[config.mk]
export PLATFORM = sky130hd
export DESIGN_NAME = bp_lce_req_mshr
export DESIGN_NICKNAME = d
export VERILOG_FILES = /design/src/rtl/bp_lce_req_mshr.sv
export SDC_FILE = /design/constraint.sdc
export NUM_CORES = 1
export LEC_CHECK = 0
export ABC_AREA = 1
export CORE_UTILIZATION = 35
export CTS_BUF_LIST = sky130_fd_sc_hd__clkbuf_4 sky130_fd_sc_hd__clkbuf_8 sky130_fd_sc_hd__clkbuf_16
export DETAILED_ROUTE_END_ITERATION = 10
export HOLD_SLACK_MARGIN = 0.03
export MAX_ROUTING_LAYER = met4
export PLACE_DENSITY = 0.61
export RECOVER_POWER = 100
export SYNTH_ARGS = -nofsm -noshare
export SYNTH_HDL_FRONTEND = slang
export SYNTH_SLANG_ARGS = --single-unit
[constraint.sdc]
create_clock -name clk_i -period 2.4 [get_ports clk_i]
set_clock_uncertainty 0.05 [all_clocks]
set_input_delay 0.36 -clock clk_i [delete_from_list [all_inputs] [get_ports clk_i]]
set_output_delay 0.36 -clock clk_i [all_outputs]
set_load 0.01 [all_outputs]
[src/rtl/bp_lce_req_mshr.sv]
// Multi-entry LCE request engine: tracks outstanding cache misses/uncached requests,
// issues LCE->CCE requests and coh_acks, and retires entries on CCE completions.
module bp_lce_req_mshr #(
    parameter int mshr_els_p          = 2,
    parameter int paddr_width_p       = 40,
    parameter int lce_id_width_p      = 4,
    parameter int way_width_p         = 3,
    parameter int block_offset_p      = 6,
    parameter int timeout_max_limit_p = 4,
    parameter int id_width_lp         = (mshr_els_p > 1) ? $clog2(mshr_els_p) : 1
) (
    input  logic                      clk_i,
    input  logic                      reset_n_i,
    input  logic [lce_id_width_p-1:0] lce_id_i,
    input  logic                      cache_req_v_i,
    output logic                      cache_req_ready_o,
    input  logic [1:0]                cache_req_type_i,
    input  logic [paddr_width_p-1:0]  cache_req_addr_i,
    input  logic [1:0]                cache_req_size_i,
    input  logic [63:0]               cache_req_data_i,
    input  logic                      cache_req_metadata_v_i,
    input  logic [way_width_p-1:0]    cache_req_repl_way_i,
    input  logic                      cache_req_dirty_i,
    output logic                      lce_req_v_o,
    input  logic                      lce_req_ready_i,
    output logic [1:0]                lce_req_type_o,
    output logic [paddr_width_p-1:0]  lce_req_addr_o,
    output logic [id_width_lp-1:0]    lce_req_id_o,
    output logic [way_width_p-1:0]    lce_req_way_o,
    output logic                      lce_req_lru_dirty_o,
    output logic                      lce_req_excl_o,
    output logic [1:0]                lce_req_size_o,
    output logic [63:0]               lce_req_data_o,
    output logic [lce_id_width_p-1:0] lce_req_src_o,
    input  logic                      data_v_i,
    input  logic                      set_tag_v_i,
    input  logic                      wakeup_v_i,
    input  logic                      uc_done_v_i,
    input  logic [id_width_lp-1:0]    cmpl_id_i,
    output logic                      lce_resp_v_o,
    input  logic                      lce_resp_yumi_i,
    output logic [paddr_width_p-1:0]  lce_resp_addr_o,
    output logic [lce_id_width_p-1:0] lce_resp_src_o,
    input  logic                      coherence_blocked_i,
    input  logic                      cmd_ready_i,
    output logic                      idle_o
);
    localparam int cnt_width_lp = $clog2(timeout_max_limit_p + 1);

    typedef enum logic [2:0] {
        e_idle      = 3'd0,
        e_wait_meta = 3'd1,
        e_send      = 3'd2,
        e_sleep     = 3'd3,
        e_ack       = 3'd4
    } state_e;

    state_e                     state_r    [mshr_els_p];
    logic [paddr_width_p-1:0]   addr_r     [mshr_els_p];
    logic [1:0]                 type_r     [mshr_els_p];
    logic [1:0]                 size_r     [mshr_els_p];
    logic [63:0]                pay_data_r [mshr_els_p];
    logic [way_width_p-1:0]     way_r      [mshr_els_p];
    logic                       dirty_r    [mshr_els_p];
    logic                       dflag_r    [mshr_els_p];
    logic                       stflag_r   [mshr_els_p];
    logic [cnt_width_lp-1:0]    tcnt_r;

    logic                       any_idle_s, any_wait_s, conflict_s, all_idle_s;
    logic                       req_found_s, ack_found_s, timeout_s;
    logic [id_width_lp-1:0]     alloc_s, req_sel_s, ack_sel_s;
    logic                       accept_s, req_fire_s, resp_fire_s, uc_rd_s;

    // Scan entries: lowest-index allocation/arbitration, block-address conflicts, idle status.
    always_comb begin
        any_idle_s  = 1'b0;
        any_wait_s  = 1'b0;
        conflict_s  = 1'b0;
        all_idle_s  = 1'b1;
        req_found_s = 1'b0;
        ack_found_s = 1'b0;
        alloc_s     = '0;
        req_sel_s   = '0;
        ack_sel_s   = '0;
        for (int i = 0; i < mshr_els_p; i++) begin
            alloc_s     = (!any_idle_s && state_r[i] == e_idle) ? id_width_lp'(i) : alloc_s;
            any_idle_s  = any_idle_s | (state_r[i] == e_idle);
            any_wait_s  = any_wait_s | (state_r[i] == e_wait_meta);
            all_idle_s  = all_idle_s & (state_r[i] == e_idle);
            conflict_s  = conflict_s | ((state_r[i] != e_idle)
                          && (addr_r[i][paddr_width_p-1:block_offset_p]
                              == cache_req_addr_i[paddr_width_p-1:block_offset_p]));
            req_sel_s   = (!req_found_s && state_r[i] == e_send) ? id_width_lp'(i) : req_sel_s;
            req_found_s = req_found_s | (state_r[i] == e_send);
            ack_sel_s   = (!ack_found_s && state_r[i] == e_ack) ? id_width_lp'(i) : ack_sel_s;
            ack_found_s = ack_found_s | (state_r[i] == e_ack);
        end
    end

    assign timeout_s         = (tcnt_r == cnt_width_lp'(timeout_max_limit_p));
    assign cache_req_ready_o = cmd_ready_i & ~timeout_s & any_idle_s & ~any_wait_s & ~conflict_s;
    assign accept_s          = cache_req_v_i & cache_req_ready_o;
    assign idle_o            = all_idle_s;

    // Uncached loads are issued as an aligned 8-byte read; all fields are zero when nothing is pending.
    assign uc_rd_s             = (type_r[req_sel_s] == 2'd2);
    assign lce_req_v_o         = req_found_s;
    assign req_fire_s          = lce_req_v_o & lce_req_ready_i;
    assign lce_req_type_o      = req_found_s ? type_r[req_sel_s] : 2'd0;
    assign lce_req_addr_o      = !req_found_s ? '0
                               : uc_rd_s ? {addr_r[req_sel_s][paddr_width_p-1:3], 3'b000}
                               : addr_r[req_sel_s];
    assign lce_req_id_o        = req_found_s ? req_sel_s : '0;
    assign lce_req_way_o       = req_found_s ? way_r[req_sel_s] : '0;
    assign lce_req_lru_dirty_o = req_found_s & dirty_r[req_sel_s];
    assign lce_req_excl_o      = req_found_s & (type_r[req_sel_s] == 2'd1);
    assign lce_req_size_o      = !req_found_s ? 2'd0 : uc_rd_s ? 2'd3 : size_r[req_sel_s];
    assign lce_req_data_o      = req_found_s ? pay_data_r[req_sel_s] : 64'd0;
    assign lce_req_src_o       = req_found_s ? lce_id_i : '0;

    assign lce_resp_v_o    = ack_found_s;
    assign resp_fire_s     = lce_resp_v_o & lce_resp_yumi_i;
    assign lce_resp_addr_o = ack_found_s ? addr_r[ack_sel_s] : '0;
    assign lce_resp_src_o  = ack_found_s ? lce_id_i : '0;

    // Coherence-blocked counter; saturates at the limit so ready drops for that cycle.
    always_ff @(posedge clk_i or negedge reset_n_i) begin
        if (!reset_n_i) begin
            tcnt_r <= '0;
        end else if (!coherence_blocked_i) begin
            tcnt_r <= '0;
        end else if (!timeout_s) begin
            tcnt_r <= tcnt_r + cnt_width_lp'(1);
        end
    end

    // Per-entry lifecycle FSMs.
    always_ff @(posedge clk_i or negedge reset_n_i) begin
        if (!reset_n_i) begin
            for (int i = 0; i < mshr_els_p; i++) begin
                state_r[i]    <= e_idle;
                addr_r[i]     <= '0;
                type_r[i]     <= 2'd0;
                size_r[i]     <= 2'd0;
                pay_data_r[i] <= 64'd0;
                way_r[i]      <= '0;
                dirty_r[i]    <= 1'b0;
                dflag_r[i]    <= 1'b0;
                stflag_r[i]   <= 1'b0;
            end
        end else begin
            for (int i = 0; i < mshr_els_p; i++) begin
                case (state_r[i])
                    e_idle: if (accept_s && alloc_s == id_width_lp'(i)) begin
                        addr_r[i]     <= cache_req_addr_i;
                        type_r[i]     <= cache_req_type_i;
                        size_r[i]     <= cache_req_size_i;
                        pay_data_r[i] <= cache_req_data_i;
                        way_r[i]      <= '0;
                        dirty_r[i]    <= 1'b0;
                        state_r[i]    <= cache_req_type_i[1] ? e_send : e_wait_meta;
                    end
                    e_wait_meta: if (cache_req_metadata_v_i) begin
                        way_r[i]   <= cache_req_repl_way_i;
                        dirty_r[i] <= cache_req_dirty_i;
                        state_r[i] <= e_send;
                    end
                    e_send: if (req_fire_s && req_sel_s == id_width_lp'(i)) begin
                        dflag_r[i]  <= 1'b0;
                        stflag_r[i] <= 1'b0;
                        state_r[i]  <= e_sleep;
                    end
                    e_sleep: if (cmpl_id_i == id_width_lp'(i)) begin
                        if (wakeup_v_i) begin
                            state_r[i] <= e_ack;
                        end else if (uc_done_v_i) begin
                            state_r[i] <= e_idle;
                        end else if ((stflag_r[i] | set_tag_v_i) & (dflag_r[i] | data_v_i)) begin
                            state_r[i] <= e_ack;
                        end else begin
                            dflag_r[i]  <= dflag_r[i] | data_v_i;
                            stflag_r[i] <= stflag_r[i] | set_tag_v_i;
                        end
                    end
                    e_ack: if (resp_fire_s && ack_sel_s == id_width_lp'(i)) begin
                        state_r[i] <= e_idle;
                    end
                    default: state_r[i] <= e_idle;
                endcase
            end
        end
    end
endmodule

== Yosys cells after proc, flatten, opt, wreduce, memory -nomap -nowiden ==
Index checks and enable logic that the tools add are counted.
Widths: inputs -> output; s select.
Word-level totals
  bits of input ports: 129
  register bits after elaboration: 237
  output and inout bits: 166
  logic and storage cells: 200
Operators by class
  reduce and logical (&&, ||, !) cells: 30
  multiplexer cells: 87
  add/sub/neg operators: 1
  $lt $le $gt $ge: 2
  equality and inequality tests: 32
  bitwise operators: 29
Operators by type and width (number)
  $mux 40: 8
  $mux 64: 4
  $mux 3: 25
  $eq 34x34->1: 2
  $pmux 3 s5: 2
  $mux 1: 28
  $reduce_and 6->1: 4
  $ne 2x2->1 const B: 11
  $mux 2: 10
  $and 1x1->1: 12
  $eq 3x2->1 const B: 4
  $ne 2x1->1 const B: 6
  $pmux 1 s2: 6
  $pmux 3 s2: 2
  $logic_and 1x1->1: 11
  $eq 3x3->1 const B: 3
  $or 1x1->1: 9
  $mux 4: 2
  $ne 4x4->1 const B: 2
  $reduce_bool 2->1: 4
  $eq 3x1->1 const B: 2
  $logic_not 3->1: 2
  $not 1->1: 6
  $reduce_and 3->1: 2
  8 further kinds: 14

== Depth between registers and ports, before layout ==
Gate-level depths: netlist (run 1).
  word-level depth: 11
  mapped depth: 17
  mapped depth without buffers: 15

== Worst setup path after synthesis (run 1) ==
No wires, ideal clock.
  kind: reg2out
  from: reg state_r[2] (netlist name)
  to: out lce_req_data_o[17]
  slack: 0.276 ns
  data arrival time: 1.714 ns
  cell stages (with the launch flop): 9
  required time: 1.990 ns
  path buffers: 2
  cells stage by stage: dfrtp_1 inv_1 nand2_1 nor2_1 inv_1 nor2_1 clkbuf_1 buf_1 a22o_1
On the way
  longest elaborated chain between the ends: 8
  elaborated cells on any way between the ends: 9
  classes of those cells: eq/ne: 1; mux: 5; bitwise: 2; reduce/logical: 1
RTL lines
  start: declaration: RTL line 58  | state_e state_r [mshr_els_p];
  start signal: indexed assignment: RTL line 141  | state_r[i] <= e_idle;
  start signal: indexed assignment: RTL line 161  | state_r[i] <= cache_req_type_i[1] ? e_send : e_wait_meta;
  start signal: indexed assignment: RTL line 166  | state_r[i] <= e_send;
  $eq 3x2->1 *: RTL line 93, 94
  $logic_and 1x1->1: RTL line 93  | req_sel_s = (!req_found_s && state_r[i] == e_send) ? id_width_lp'(i) : req_sel_s;
  $mux 1: RTL line 93
  $not 1->2 (implied by the code): RTL line 118  | assign lce_req_data_o = req_found_s ? pay_data_r[req_sel_s] : 64'd0;
  $mux 64 (implied by the code) (3 in a row): RTL line 118
  $mux 64 *: RTL line 118
  end: declaration: RTL line 33  | output logic [63:0] lce_req_data_o,
Every way passes the cells marked *; elsewhere a longest branch is shown, timed or not. The select of a mux whose other input is x is not followed.

== Worst setup path in the final report (run 1) ==
  from: reg state_r[2] (netlist name)
  to: out lce_req_size_o[0]
On the way
  longest elaborated chain between the ends: 10
  elaborated cells on any way between the ends: 14
  classes of those cells: eq/ne: 2; mux: 9; bitwise: 2; reduce/logical: 1
RTL lines
  $eq 3x2->1 *: RTL line 93, 94
  $logic_and 1x1->1: RTL line 93
  $mux 1: RTL line 93
  $not 1->2 (implied by the code): RTL line 106, 117
  $mux 2 (implied by the code) (3 in a row): RTL line 106  | assign uc_rd_s = (type_r[req_sel_s] == 2'd2);
  $eq 2x2->1: RTL line 106
  $mux 2: RTL line 117  | assign lce_req_size_o = !req_found_s ? 2'd0 : uc_rd_s ? 2'd3 : size_r[req_sel_s];
  $mux 2 *: RTL line 117
  end: declaration: RTL line 32  | output logic [1:0] lce_req_size_o,
Marked as above.

==> results of run 1 <==
-- worst paths after layout --
check,startpoint,endpoint,cells after the start
setup reg to reg,state_r[4],pay_data_r[54],19
hold reg to reg,pay_data_r[23],pay_data_r[23],2
min in group asynchronous,reset_n_i,addr_r[79],2
setup / recovery,state_r[2],lce_req_size_o[0],12
hold / removal,cache_req_data_i[17],pay_data_r[81],3
max in group asynchronous,reset_n_i,state_r[4],3
-- critical path, stage by stage (launching register included) --
cell and delay (ns):
dfrtp_1 0.38, inv_1 0.07, nand2_1 0.06, nor2_2 0.09
inv_2 0.06, nor2_4 0.19, buf_12 0.16, mux2i_4 0.24
nand2_2 0.10, clkinv_4 0.09, a21oi_2 0.04, a21oi_2 0.19
buf_2 0.16
-- power groups by stage --
| stage | clock network (mW) | logic [mW] | registers (mW) |
|---|---|---|---|
| floorplan | 0 | 5.91 | 6.78 |
| global placement | 0 | 10.9 | 7.01 |
| detailed placement | 0 | 11.0 | 7.07 |
| CTS | 4.17 | 13.2 | 7.04 |
| global route | 4.33 | 16.0 | 7.42 |
| finish | 4.09 | 15.1 | 7.21 |
-- cells by family after synthesis --
family                   after synthesis  synth area share
AO/OA/AOI/OAI                        299             0.161
XOR/XNOR                              27            0.0197
AND/OR/NAND/NOR                      695             0.233
multiplexers                           1          0.000832
flip-flops                           237             0.493
adder cells (fa/ha/maj)                2           0.00208
buffers and inverters                255            0.0903
-- through the flow --
| step | utilization | power (mW) |
|---|---|---|
| floorplan | - | 12.7 |
| global placement | 0.486 | 17.9 |
| detailed placement | 0.486 | 18.1 |
| CTS | 0.539 | 24.4 |
| global route | 0.582 | 27.8 |
| finish | 0.582 | 26.4 |
-- cell type report --
type	count	share of cell area
tap	448	0.0286
sequential	237	0.302
multi-input combinational	1026	0.306
timing repair buffer	531	0.283
inverter	172	0.0348
clock buffer	43	0.0444
antenna	2	0.000255
clock inverter	3	0.000893
-- Yosys cell counts (17+ instances only) --
cell        n  area [sq um]
buf_2      18          90.1
a22o_1     68           596
o22ai_1    76           475
nor2_1     57           214
xnor2_1    17           149
clkbuf_1   42           158
nand3_1    73           365
o21ai_2    19           166
o21ai_0    94           470
dfrtp_1   237          5930
o21ai_1    22           110
nand2_1   535          2010
inv_1     165           619
-- cell usage in the layout (no fill, tap or decap), types with 4 or more instances in the layout --
cell type / instances
a21oi_1: 8
a21oi_2: 6
a22o_1: 67
buf_12: 35
buf_16: 19
buf_2: 125
buf_4: 125
buf_6: 52
buf_8: 6
bufbuf_16: 6
clkbuf_16: 47
clkbuf_2: 6
clkbuf_4: 7
clkbuf_8: 12
clkdlybuf4s50_1: 127
dfrtp_1: 237
inv_1: 155
inv_2: 10
nand2_1: 496
nand2_2: 14
nand2_4: 26
nand2_8: 4
nand3_1: 69
nand4_1: 15
nor2_1: 43
nor2_2: 5
nor2_4: 12
o21ai_0: 81
o21ai_1: 18
o21ai_2: 35
o22ai_1: 22
o22ai_2: 40
o22ai_4: 14
xnor2_1: 17
xor2_1: 10
-- state kept, by name (all words and copies together) (netlist names) --
signal and cells:
stflag_r 2, addr_r 80, type_r 4, way_r 6, state_r 6, size_r 4
dirty_r 2, tcnt_r 3, pay_data_r 128, dflag_r 2
-- timing repair --
action                                  CTS  global route
hold endpoints to repair                 45             0
hold buffers                              1             0
gates resized for setup                 785           211
buffers inserted                         37            27
pin swaps                                21            40
endpoints found under the setup margin  331           395
cloned                                   20            30
-- layer usage --
layer / vias to the layer above / track usage
met5: - / -
met4: 0 / 0.0952
met3: 109 / 0.0383
met2: 524 / 0.384
met1: 6225 / 0.334
li1: 5922 / -
==> results.cfg, run 1 <==
[drt]
dr.pass1.iters = 5
drc = 0
highest_layer = met4
vias = 12800
routed_wl_mm = 48.3
viasPerCell = 5.19
wl_met1_mm = 20.9
wl_per_cell_um = 19.6
wl_met2_mm = 22.6
ant_nets = 0
routed-wl-met3_mm = 3.08
dr.first_iter.drc_count = 1093

[floorplan]
io_pins = 295
coreArea_sq_um = 33700
start_util = 0.357
fp-row-count = 67
fp.dieH_um = 187
dieArea_sq_um = 35100
die_w_um = 187

[sta]
relSlewSlack = 0.274
finalMaxSlewViolations = 0
worstMarginPinSlew_ns = 1.09
finalHoldViolations = 0
rsz0062_at_grt = yes
hold_ws_ns = 0.348
setup_viol = 387
max_freq_ghz = 0.362
min_period_ns = 2.76
finalCritPeriodShare = 1.15
layout_setup_ws_ns = -0.363
finalSetupTns_ns = -49.02

[hold_path]
hp-class = in2reg

[worst_setup_path]
regToRegSetupSlack_ns = -0.17
worstSetupEndpointType = primary output
worstSetupPathType = reg2out
critical_path_required_ns = 1.99
cp_data_arrival_time_ns = 2.35
cp-start-kind = register
worstPathMaxFanout = 6

[pwr]
p_per_area_nw_per_um2 = 1340
total_leakage_power_nw = 9.94
p_int_mw = 15.5
pwr-share-clk = 0.155
p_sw_frac = 0.410
share_comb_of_total_power = 0.572
ir_worst_vdd_mv = 0.782
power_frac_seq = 0.273
switchingPower_mw = 10.8

[layout]
multi_input_area_sq_um = 6000
nets = 2126
stdcell_area_sq_um = 19600
layoutNonFillerInstCount = 2462
drive_gt1_frac = 0.314
register_area_sq_um = 5930
area_delta_synth_final_pct = 63.1
fill_cells = 2960

[clocking]
h-tree-depth = 1
clock-root-buffer = clkbuf_16
cts_inserted_buffers = 27
insertion_delay_ns = 0.54
tritoncts = built
clk_pin_slew_worst_paths_ns = 0.06
clockBufferDepth = 3
cts_sinks = 237

[job]
cap_violations = 0

[yosys]
synthArstFlopShare = 1.00
yosys_warnings = 0
ys_types = 38
synthFlopType = dfrtp_1
netlist_instances = 1516
ys_seq_elements = 237
synthesis.area_sq_um = 12000
syn_area_per_cell_sq_um = 7.93
syn_nets = 1647
yosysSeqAreaShare = 0.493
synth_edf_count = 0

[placement]
placed_cell_area_sq_um = 16400
routabilityCongestion = 0.901
port_buffers = 294
post-place-ws_ns = -0.503
dp.cells = 2304
dp_hpwl_mm = 27.5

[run_status]
status = complete, but fails checks
violations = negative setup slack

[grt]
first_global_vias = 12000
grt_antenna_before_repair = 2
grt_pass1_wl_mm = 67.3
grt_max_degree = 65
grt_overflow = 0
grt_usage = 0.251
Note: power is estimated with default switching activity, not from simulation.
==> inputs of run 2 (changes only) <==
CAP_MARGIN = 5   (was not set)
==> results of run 2 <==
Final layout, timing and power as in run 1 (identical DEF).
